--- config.mk ---
export PLATFORM = sky130hd
export DESIGN_NAME = mmio_rgb_timer
export DESIGN_NICKNAME = d
export VERILOG_FILES = /design/src/rtl/mmio_rgb_timer.sv
export SDC_FILE = /design/constraint.sdc
export NUM_CORES = 1
export LEC_CHECK = 0
export BUFFER_PORTS_ARGS = -buffer_cell sky130_fd_sc_hd__buf_2
export CORE_UTILIZATION = 55
export DETAILED_ROUTE_END_ITERATION = 8
export HOLD_SLACK_MARGIN = 0.08
export PLACE_DENSITY = 0.83
export REMOVE_ABC_BUFFERS = 1
export SYNTH_ARGS = -nofsm -noshare
export SYNTH_HDL_FRONTEND = slang
export SYNTH_SLANG_ARGS = --single-unit
--- constraint.sdc ---
create_clock -name clk -period 11.5 [get_ports clk]
set_clock_uncertainty 0.2 [all_clocks]
set_input_delay 1.15 -clock clk [delete_from_list [all_inputs] [get_ports clk]]
set_output_delay 1.15 -clock clk [all_outputs]
set_load 0.02 [all_outputs]
--- src/rtl/mmio_rgb_timer.sv ---
// Memory-mapped LED / RGB-PWM / millisecond-timer peripheral on the data-memory bus.
// Registers: CTRL (0x0), DUTY (0x4), MS (0x8), ID (0xC); reads are registered, one cycle latency.
module mmio_rgb_timer #(
  parameter logic [31:0] BASE_ADDR   = 32'hFFFF_FF00,
  parameter int          CLKS_PER_MS = 12000,
  parameter int          PWM_DIV     = 4
) (
  input  logic        clk,
  input  logic        reset,
  input  logic [31:0] mem_addr,
  input  logic        mem_wen,
  input  logic [3:0]  mem_wmask,
  input  logic [31:0] mem_wdata,
  output logic [31:0] mem_rdata,
  output logic        mem_hit,
  output logic        led,
  output logic        red,
  output logic        green,
  output logic        blue
);

  localparam int PRE_W = (CLKS_PER_MS > 1) ? $clog2(CLKS_PER_MS) : 1;
  localparam int DIV_W = (PWM_DIV > 1) ? $clog2(PWM_DIV) : 1;
  localparam logic [PRE_W-1:0] PRE_LAST = PRE_W'(CLKS_PER_MS - 1);
  localparam logic [DIV_W-1:0] DIV_LAST = DIV_W'(PWM_DIV - 1);
  localparam logic [31:0] ID_VALUE = 32'h5247_4231;
  localparam logic [1:0] OFF_CTRL = 2'd0;
  localparam logic [1:0] OFF_DUTY = 2'd1;
  localparam logic [1:0] OFF_MS   = 2'd2;
  localparam logic [1:0] OFF_ID   = 2'd3;

  function automatic logic [31:0] merge_bytes(input logic [31:0] old_v,
                                              input logic [31:0] new_v,
                                              input logic [3:0]  mask);
    logic [31:0] res;
    res = old_v;
    for (int i = 0; i < 4; i++) begin
      if (mask[i]) res[8*i +: 8] = new_v[8*i +: 8];
    end
    return res;
  endfunction

  logic [1:0]       r_ctrl;
  logic [23:0]      r_duty;
  logic [7:0]       r_act_r;
  logic [7:0]       r_act_g;
  logic [7:0]       r_act_b;
  logic [31:0]      r_ms;
  logic [PRE_W-1:0] r_pre;
  logic [DIV_W-1:0] r_div;
  logic [7:0]       r_pwm;
  logic [31:0]      r_rdata;
  logic             r_hit;

  logic        w_sel;
  logic [1:0]  w_off;
  logic        w_wr;
  logic        w_wr_ctrl;
  logic        w_wr_duty;
  logic        w_wr_ms;
  logic        w_tick;
  logic        w_div_wrap;
  logic        w_pwm_wrap;
  logic [31:0] w_rd_mux;
  logic        w_unused_addr;

  assign w_sel         = (mem_addr[31:4] == BASE_ADDR[31:4]);
  assign w_off         = mem_addr[3:2];
  assign w_unused_addr = ^mem_addr[1:0];
  // An all-zero byte mask is treated as no access at all, so it cannot clear the prescaler.
  assign w_wr          = mem_wen & w_sel & (|mem_wmask);
  assign w_wr_ctrl     = w_wr & (w_off == OFF_CTRL);
  assign w_wr_duty     = w_wr & (w_off == OFF_DUTY);
  assign w_wr_ms       = w_wr & (w_off == OFF_MS);

  assign w_tick     = (r_pre == PRE_LAST);
  assign w_div_wrap = (r_div == DIV_LAST);
  assign w_pwm_wrap = w_div_wrap & (r_pwm == 8'hFF);

  // Control registers
  always_ff @(posedge clk or posedge reset) begin
    if (reset) begin
      r_ctrl <= 2'b00;
      r_duty <= 24'd0;
    end else begin
      if (w_wr_ctrl && mem_wmask[0]) r_ctrl <= mem_wdata[1:0];
      if (w_wr_duty) begin
        if (mem_wmask[0]) r_duty[7:0]   <= mem_wdata[7:0];
        if (mem_wmask[1]) r_duty[15:8]  <= mem_wdata[15:8];
        if (mem_wmask[2]) r_duty[23:16] <= mem_wdata[23:16];
      end
    end
  end

  // Millisecond prescaler and counter; a store to MS beats a coincident tick.
  always_ff @(posedge clk or posedge reset) begin
    if (reset) begin
      r_pre <= '0;
      r_ms  <= 32'd0;
    end else if (w_wr_ms) begin
      r_pre <= '0;
      r_ms  <= merge_bytes(r_ms, mem_wdata, mem_wmask);
    end else if (w_tick) begin
      r_pre <= '0;
      r_ms  <= r_ms + 32'd1;
    end else begin
      r_pre <= r_pre + 1'b1;
    end
  end

  // PWM divider, period counter and period-aligned shadow duties
  always_ff @(posedge clk or posedge reset) begin
    if (reset) begin
      r_div   <= '0;
      r_pwm   <= 8'd0;
      r_act_r <= 8'd0;
      r_act_g <= 8'd0;
      r_act_b <= 8'd0;
    end else begin
      if (w_div_wrap) begin
        r_div <= '0;
        r_pwm <= r_pwm + 8'd1;
      end else begin
        r_div <= r_div + 1'b1;
      end
      if (w_pwm_wrap) begin
        r_act_r <= r_duty[7:0];
        r_act_g <= r_duty[15:8];
        r_act_b <= r_duty[23:16];
      end
    end
  end

  always_comb begin
    w_rd_mux = 32'd0;
    case (w_off)
      OFF_CTRL: w_rd_mux = {30'd0, r_ctrl};
      OFF_DUTY: w_rd_mux = {8'd0, r_duty};
      OFF_MS:   w_rd_mux = r_ms;
      OFF_ID:   w_rd_mux = ID_VALUE;
      default:  w_rd_mux = 32'd0;
    endcase
  end

  // Read port: registered, samples pre-edge register values
  always_ff @(posedge clk or posedge reset) begin
    if (reset) begin
      r_rdata <= 32'd0;
      r_hit   <= 1'b0;
    end else begin
      r_rdata <= w_sel ? w_rd_mux : 32'd0;
      r_hit   <= w_sel;
    end
  end

  assign mem_rdata = r_rdata;
  assign mem_hit   = r_hit;
  assign led       = r_ctrl[1] ? r_ms[9] : r_ctrl[0];
  assign red       = ~(r_pwm < r_act_r);
  assign green     = ~(r_pwm < r_act_g);
  assign blue      = ~(r_pwm < r_act_b);

endmodule
==> results of run 1 <==
## logic make-up (layout without fill, tap and decap cells)
logic type | Yosys count | in the layout | share of synthesized area
fa+ha+maj | 25 | 25 | 0.0456
compound gates | 123 | 123 | 0.116
mux | 56 | 56 | 0.0914
buf+inv | 56 | 174 | 0.0325
xor+xnor | 18 | 18 | 0.0230
simple gates | 248 | 248 | 0.184
flops | 139 | 139 | 0.507
## cell type report
| type | count | share of cell area |
|---|---|---|
| sequential | 139 | 0.428 |
| clock buffer | 20 | 0.0550 |
| multi-input combinational | 470 | 0.389 |
| clock inverter | 12 | 0.0180 |
| timing repair buffer | 109 | 0.0684 |
| inverter | 33 | 0.0159 |
| tap | 168 | 0.0259 |
## registers in the layout (all words and copies together), names as in the netlist
register   flops
r_duty        24
mem_rdata     32
mem_hit        1
r_act_g        8
r_act_b        8
r_ms          32
r_act_r        8
r_pwm          8
r_div          2
r_pre         14
r_ctrl         2
## worst max-delay path, delay by kind of cell
family	cells	cell delay (ns)
buffers and inverters	2	0.54
muxes	1	0.40
and+or+nand+nor	5	2.20
## power groups by stage
stage,sequential (W),clock [W],combinational [W]
2_1_floorplan,0.000498,0,0.0000121
3_3_place_gp,0.000498,0,0.0000340
3_5_place_dp,0.000498,0,0.0000349
4_1_cts,0.000489,0.000552,0.0000351
5_1_grt,0.000489,0.000574,0.0000389
6_report,0.000489,0.000551,0.0000350
## per-layer routing
metal | track usage | vias to the layer above
li1 | - | 2616
met1 | 0.374 | 2821
met2 | 0.462 | 341
met3 | 0.0627 | 65
met4 | 0.166 | 0
met5 | 0 | -
## path summary, 6_finish.rpt
kind	startpoint	end	slack, ns	cells past startpoint
worst max-delay path	mem_addr[6]	r_duty[21]$_DFFE_PP0P_	7.30	8
worst max register to register	r_pre[0]$_DFF_PP0_	r_ms[30]$_DFFE_PP0P_	7.97	7
min in group asynchronous	reset	mem_rdata[27]$_DFF_PP0_	0.65	2
max in group asynchronous	reset	r_act_g[7]$_DFFE_PP0P_	9.22	3
worst min-delay path	r_div[0]$_DFF_PP0_	r_div[0]$_DFF_PP0_	0.23	1
worst min register to register	r_div[0]$_DFF_PP0_	r_div[0]$_DFF_PP0_	0.23	1
## cells in the final DEF (no fill, tap or decap), types with 21 or more instances in the layout
master,count
sky130_fd_sc_hd__inv_1,31
sky130_fd_sc_hd__nand4_1,21
sky130_fd_sc_hd__dfrtp_1,139
sky130_fd_sc_hd__nor2_1,82
sky130_fd_sc_hd__nand3_1,27
sky130_fd_sc_hd__buf_2,105
sky130_fd_sc_hd__ha_1,25
sky130_fd_sc_hd__nand2_1,49
sky130_fd_sc_hd__a21oi_1,29
sky130_fd_sc_hd__mux2_2,53
sky130_fd_sc_hd__o21ai_0,35
## stage by stage
stage | total power [W] | instance area [sq um]
final | 0.00108 | 8120
after global routing | 0.00110 | 8120
after CTS | 0.00108 | 8120
after detailed placement | 0.000533 | 7530
after global placement | 0.000532 | 7530
after floorplan | 0.000510 | 6760
==> impl_summary.md, run 1 <==
Yosys
Of the post-synthesis cell area, the dominant cell type holds 0.507. After technology mapping, the gate count stands at 665. The most area-hungry cell type in the Yosys netlist is sky130_fd_sc_hd__dfrtp_1. The number of distinct standard cells referenced by the synthesized netlist is 56. The synthesized design contains 0 enable-type register cells. The mean area per synthesized cell is 10.3 sq um. In the synthesized netlist, the cells that appear most often are sky130_fd_sc_hd__dfrtp_1 (139), sky130_fd_sc_hd__nor2_1 (82), sky130_fd_sc_hd__mux2_2 (53), sky130_fd_sc_hd__nand2_1 (49), sky130_fd_sc_hd__o21ai_0 (35).

The count of warnings emitted by yosys is 0. In the synthesized netlist the async set-or-reset flop fraction comes to 1.00. sky130_fd_sc_hd__dfrtp_1 is the most common cell in the netlist. The number of flip-flops and latches in the synthesized netlist is 139. By area the synthesized netlist is led by sky130_fd_sc_hd__dfrtp_1 (51%), sky130_fd_sc_hd__mux2_2 (8.7%), sky130_fd_sc_hd__ha_1 (4.6%).

In this run the cell area of the synthesized design comes to 0.00686 sq mm. Of the synthesized area, sequential elements account for 0.507. In the synthesized netlist the dominant register cell turns out to be sky130_fd_sc_hd__dfrtp_1.

Timing
Setup violations remaining at the end of the flow were counted as 0. The final hold slack is 0.230 ns. Based on the critical path, the design can be clocked at up to 238 MHz. The relative slew slack is 0.281. The worst setup slack after layout is 7.30 ns.

Setup repair after global routing left no endpoint under its margin. The post-route setup TNS is 0 ns. Counting I/O delays and the setup requirement, the final critical path takes 4.20 ns. The number of endpoints with negative hold slack in the final report is 0. The final number of max-transition violations was 0. The transition at the pin with the smallest max-transition slack is 1.08 ns. The portion of the clock cycle consumed by the worst path in the final layout is 0.365.

Critical path
The critical path data required time is 11.61 ns. At the worst endpoint, the arrival time is 4.31 ns. The signal on the critical path passes through buf_2, nand4bb_1, nor4_2, nand2_1, inv_2, nand3_1, nor2_2, mux2_2.

The delay of the slowest cell on the worst path is 0.78 ns. For this design, the slowest cell found on the critical path is sky130_fd_sc_hd__nand2_1. The critical path class is input pin to register. The worst setup path is launched from an input pin. The kind of end point of the critical path is a register. Along the worst path, the maximum fanout reaches 25.

Power
The power density of the placed cells is 132 mW/mm^2. Of the total power, combinational logic draws 0.033. IR analysis of the VDD net gives a maximum drop of 102 uV.

Internal power comes to 0.000845 W. In this run the power spent charging and discharging nets is 0.000230 W. The part of the power in the clock network is 0.512. The register share of total power is 0.455.

The fraction of power spent switching nets is 0.214. The cell leakage power is 3.89 nW.

Routing
The count of TritonRoute iterations in the first routing pass is 5. The final layout contains routed wiring with a total length of 17500 um. In the final routing, the length of wire on met1 measures 7140 um. For this block, the via count after detailed routing is 5843. The number of design rule violations left after detail routing is 0. The detail-routed via count per cell is 6.14. The detailed-route wire length per cell is 18.4 um. The violation count after the first detailed-route iteration is 566. The count of nets left with antenna violations once routing finished came out at 0. Detailed routing placed a total of 8300 um of wire on met2.

The routed length on met3 is 1410 um. Signal routing reaches up to met4.

Placed design
Timing analysis after detailed placement gives a worst setup slack of 6.97 ns. The total of buffers placed on input and output ports is 105. The final weighted congestion in routability-driven placement is 0.886.

In this run, placement finished with an instance count of 919. Summed over all nets, the half-perimeter wirelength after detailed placement is 12200 um.

Clock tree
Clock latency on the worst-skew pair, taken at its later pin, is 0.43 ns. Post-CTS timing repair inserted 0 buffers for setup. The buffer levels on the longest clock path is 2. TritonCTS built the clock tree. The clock transition at the registers of the reported paths is 0.06 ns. After clock tree synthesis, the flow added hold-fix buffers numbering 0. The clock sink count is 139. The clock tree synthesis step divided the H-tree into 4 levels. The number of gates resized after CTS was 0. The clock root buffer master is sky130_fd_sc_hd__clkbuf_16. The number of buffers added by the clock tree synthesis step is 17.

Final layout
In the final layout, flip-flops and latches occupy 0.00348 sq mm. The number of filler instances in the final layout is 920. Once layout is complete, the utilization of the core stands at 0.674. The net count of the finished layout is 866.

The number of non-filler instances in the completed layout is 951. In the final layout, the multi-input gates occupy 0.00316 sq mm. The antenna diode count is 0. The fraction of layout instances using a drive strength above 1 is 0.261. The synthesis-to-layout area growth is 18.4%.

Global routing
Entering global routing, the biggest net connects 84 pins. The first global-routing pass estimated 28800 um of wire. The via count of the first global-routing pass is 5804. Across every metal layer, demand over resource in global routing totals 0.292. The initial antenna violation count is 0. Summed over all layers, the global routing overflow is 0.

Job
The number of max-capacitance violations reported is 0.

Floorplanning
The effective utilization at floorplan is 0.569. The floorplan step defined a core boundary enclosing 0.0121 sq mm. The count of boundary I/O pins is 108. The die covers 0.0129 sq mm. The overall die width is 114 um.

The floorplan has 40 rows. The chip height is 114 um.

Status
The flow ran to the end, and the final reports show no timing, DRC or antenna violations.

Min path
The type of the most critical hold path is register to register.
(Power assumes the default switching activity.)
==> inputs of run 2 (changes only) <==
==> constraint.sdc (replaced) <==
create_clock -name clk -period 4.1 [get_ports clk]
set_clock_uncertainty 0.2 [all_clocks]
set_input_delay 0.41 -clock clk [delete_from_list [all_inputs] [get_ports clk]]
set_output_delay 0.41 -clock clk [all_outputs]
set_load 0.02 [all_outputs]
==> impl_summary.md, run 2 (synthesis results as in run 1) <==
Timing
The final number of max-transition violations is 0 (unchanged). The final-report setup violation count is 0 (unchanged). The portion of the clock cycle consumed by the worst path in the final layout is 0.774. The post-route setup TNS is 0 ns (unchanged).

The number of endpoints with negative hold slack in the final report came to 0 (unchanged). Setup repair after global routing left no endpoint under its margin. The final critical path time including I/O delays and setup is 3.17 ns. The transition at the pin with the smallest max-transition slack is 0.850 ns (-0.227 ns). The worst setup slack after layout is 0.926 ns (-6.38 ns). The relative slew slack is 0.433 (+0.153). The maximum clock rate is 315 MHz.

Placed design
The final weighted congestion in routability-driven placement came to 0.900 (+1.6%). The total of buffers placed on input and output ports is 105 (unchanged). The total placed instance area is 0.00757 sq mm (+0.50%). The setup slack at placement is 0.991 ns (-5.98 ns). The half-perimeter wire length after placement was 12300 um (+0.98%).

The number of cells after detailed placement is 924 (+0.54%).

Global routing
The initial antenna violation count was 0 (unchanged). The met1 global-route usage is 0.382 (+0.00796). The global-route track usage on met2 is 0.496 (+0.0341). The largest net degree at the start of global routing is 98 (+17%).

The global-route wire length before repair is 29500 um (+2.6%). The via count of the first global-routing pass was 5907 (+1.8%). The total routing resource utilization after global routing is 0.303 (+0.0108).

The met3 usage is 0.0622 (-0.000531). The residual overflow from global routing is 0 (unchanged). After global routing, the most crowded layer is met2.

Final layout
Leaving out fill and tap cells, the most frequent cells in the layout are sky130_fd_sc_hd__dfrtp_1 (139), sky130_fd_sc_hd__buf_2 (105), sky130_fd_sc_hd__nor2_1 (82), sky130_fd_sc_hd__mux2_2 (53), sky130_fd_sc_hd__nand2_1 (49). The number of non-filler instances in the completed layout came to 986 (+3.7%). The net count of the finished layout is 902 (+4.2%). The number of filler instances in the final layout was 886 (-3.7%). The antenna diode count is 0 (unchanged). The library cell used most frequently in the layout, excluding fill and tap cells, is sky130_fd_sc_hd__dfrtp_1.

From synthesis to final layout, the design area changed by 23.0%. The final non-filler cell area is 0.00843 sq mm (+3.8%). The fraction of layout instances using a drive strength above 1 is 0.254 (-0.00626).

Clock tree
The clock transition at the registers of the reported paths was 0.06 ns (about the same). The H-tree depth came to 4 (unchanged). The clock sink count is 139 (unchanged). The clock root buffer master is sky130_fd_sc_hd__clkbuf_16. TritonCTS built the clock tree. The buffer levels on the longest clock path is 2 (unchanged). The number of buffers added by the clock tree synthesis step is 17 (unchanged). The clock latency at the later pin of the worst-skew pair is 0.43 ns (about the same). The buffers inserted during post-CTS setup optimization is 0 (unchanged).

Floorplanning
The effective utilization at floorplan is 0.569 (unchanged). The overall die width is 114 um (unchanged). The count of boundary I/O pins was 108 (unchanged). The number of placement rows is 40 (unchanged). The total die area was 0.0129 sq mm (unchanged). The area of the core is 0.0121 sq mm (unchanged). The chip height is 114 um (unchanged).

Routing
The detail-routed via count per cell was 6.04 (-1.7%). The number of design rule violations left after detail routing is 0 (unchanged). The detailed-route wire length per cell is 18.5 um (+0.12%). The final routed wirelength across all metal layers came to 18200 um (+3.8%). The post-detailed-route count of antenna-violating nets is 0 (unchanged). The violation count after the first detailed-route iteration is 573 (+1.2%). The count of TritonRoute iterations in the first routing pass was 6 (+1). The via total after detailed routing was 5955 (+1.9%).

Status
The run finished with clean final reports.

Critical path
The sort of element at the start of the critical path is a register. The highest-delay cell along the critical path is sky130_fd_sc_hd__and3_1. The critical path data required time was 4.17 ns (-7.44 ns).

The critical path goes through ha_1, nor4b_1, and4_1, buf_4, and3_1, o2111ai_1, o211ai_1, o311ai_0. The kind of cell with the highest combined delay along the critical path is simple AND/OR/NAND/NOR gates. The worst setup path is of the register to register kind.

The delay of the slowest cell on the worst path is 0.53 ns (-0.25 ns). The arrival time at the worst endpoint came to 3.25 ns (-1.06 ns). The worst setup path is captured at a register. The highest net fanout along the worst path came to 14 (-44%).

The combined buffer and inverter count along the critical path was 1 (-1).

Min path
The path class of the tightest hold or removal check is input pin to register.

Power
The maximum vdd ir drop is 272 uV (+170%). The total power after layout is 0.00295 W (+170%). The power density of the placed cells is 349 mW/mm^2 (+160%). The cell leakage power is 4.03 nW (+3.7%).

Job
The number of max-capacitance violations reported is 0 (unchanged).
[run 2: cell count changes in the layout (fill, tap and decap cells not counted), sizes merged, moves of 2 or more]
cell,change
bufinv,-2
clkinvlp,-2
dlygate4sd3,+31
buf,+5
clkbuf,+3
[run 2: power by group]
group	switching, W	internal, W	total [W]	leakage (nW)
clock	0.000565	0.000887	0.00145	0.278
combinational	0.0000713	0.0000513	0.000123	1.88
sequential	0.00000000368	0.00137	0.00137	1.87
total	0.000636	0.00231	0.00295	4.03
[run 2: final cells by class]
type | instances | area [sq um] | area share
sequential | 139 | 3480 | 0.412
multi-input combinational | 470 | 3160 | 0.374
timing repair buffer | 145 | 903 | 0.107
clock buffer | 23 | 488 | 0.0579
tap | 168 | 210 | 0.0249
inverter | 33 | 129 | 0.0153
clock inverter | 8 | 67.6 | 0.00801
[run 2: worst reg2reg max path: stages, from the launching register on]
cell and delay [ns]:
sky130_fd_sc_hd__dfrtp_1 0.40, sky130_fd_sc_hd__ha_1 0.25, sky130_fd_sc_hd__nor4b_1 0.36, sky130_fd_sc_hd__and4_1 0.25, sky130_fd_sc_hd__buf_4 0.18, sky130_fd_sc_hd__and3_1 0.54
sky130_fd_sc_hd__o2111ai_1 0.40, sky130_fd_sc_hd__o211ai_1 0.28, sky130_fd_sc_hd__o311ai_0 0.17
[run 2: routing by layer]
metal	routed length, um	vias up
li1	-	2679
met2	9000	310
met5	0	-
met4	661	0
met1	7310	2906
met3	1240	60
[run 2: stage by stage]
stage                     hold WS (ns)   util
after floorplan                  0.203      -
after CTS                       0.0909  0.699
final                            0.109  0.699
after global placement           0.215  0.627
after global routing             0.123  0.699
after detailed placement         0.260  0.627
[run 2: path summary, 6_finish.rpt]
kind	from	endpoint	slack [ns]	depth (start not counted)
worst max-delay path	r_pre[0]$_DFF_PP0_	r_ms[30]$_DFFE_PP0P_	0.93	8
min in group asynchronous	reset	mem_rdata[27]$_DFF_PP0_	0.51	3
worst min register to register	r_div[1]$_DFF_PP0_	r_div[1]$_DFF_PP0_	0.27	1
worst max register to register	r_pre[0]$_DFF_PP0_	r_ms[30]$_DFFE_PP0P_	0.93	8
worst min-delay path	mem_wdata[25]	r_ms[25]$_DFFE_PP0P_	0.11	3
max in group asynchronous	reset	r_ms[15]$_DFFE_PP0P_	2.33	4
[run 2: repair_timing]
item,4_1_cts,5_1_grt
resized for setup,0,0
hold endpoints to repair,139,0
hold buffers,31,0
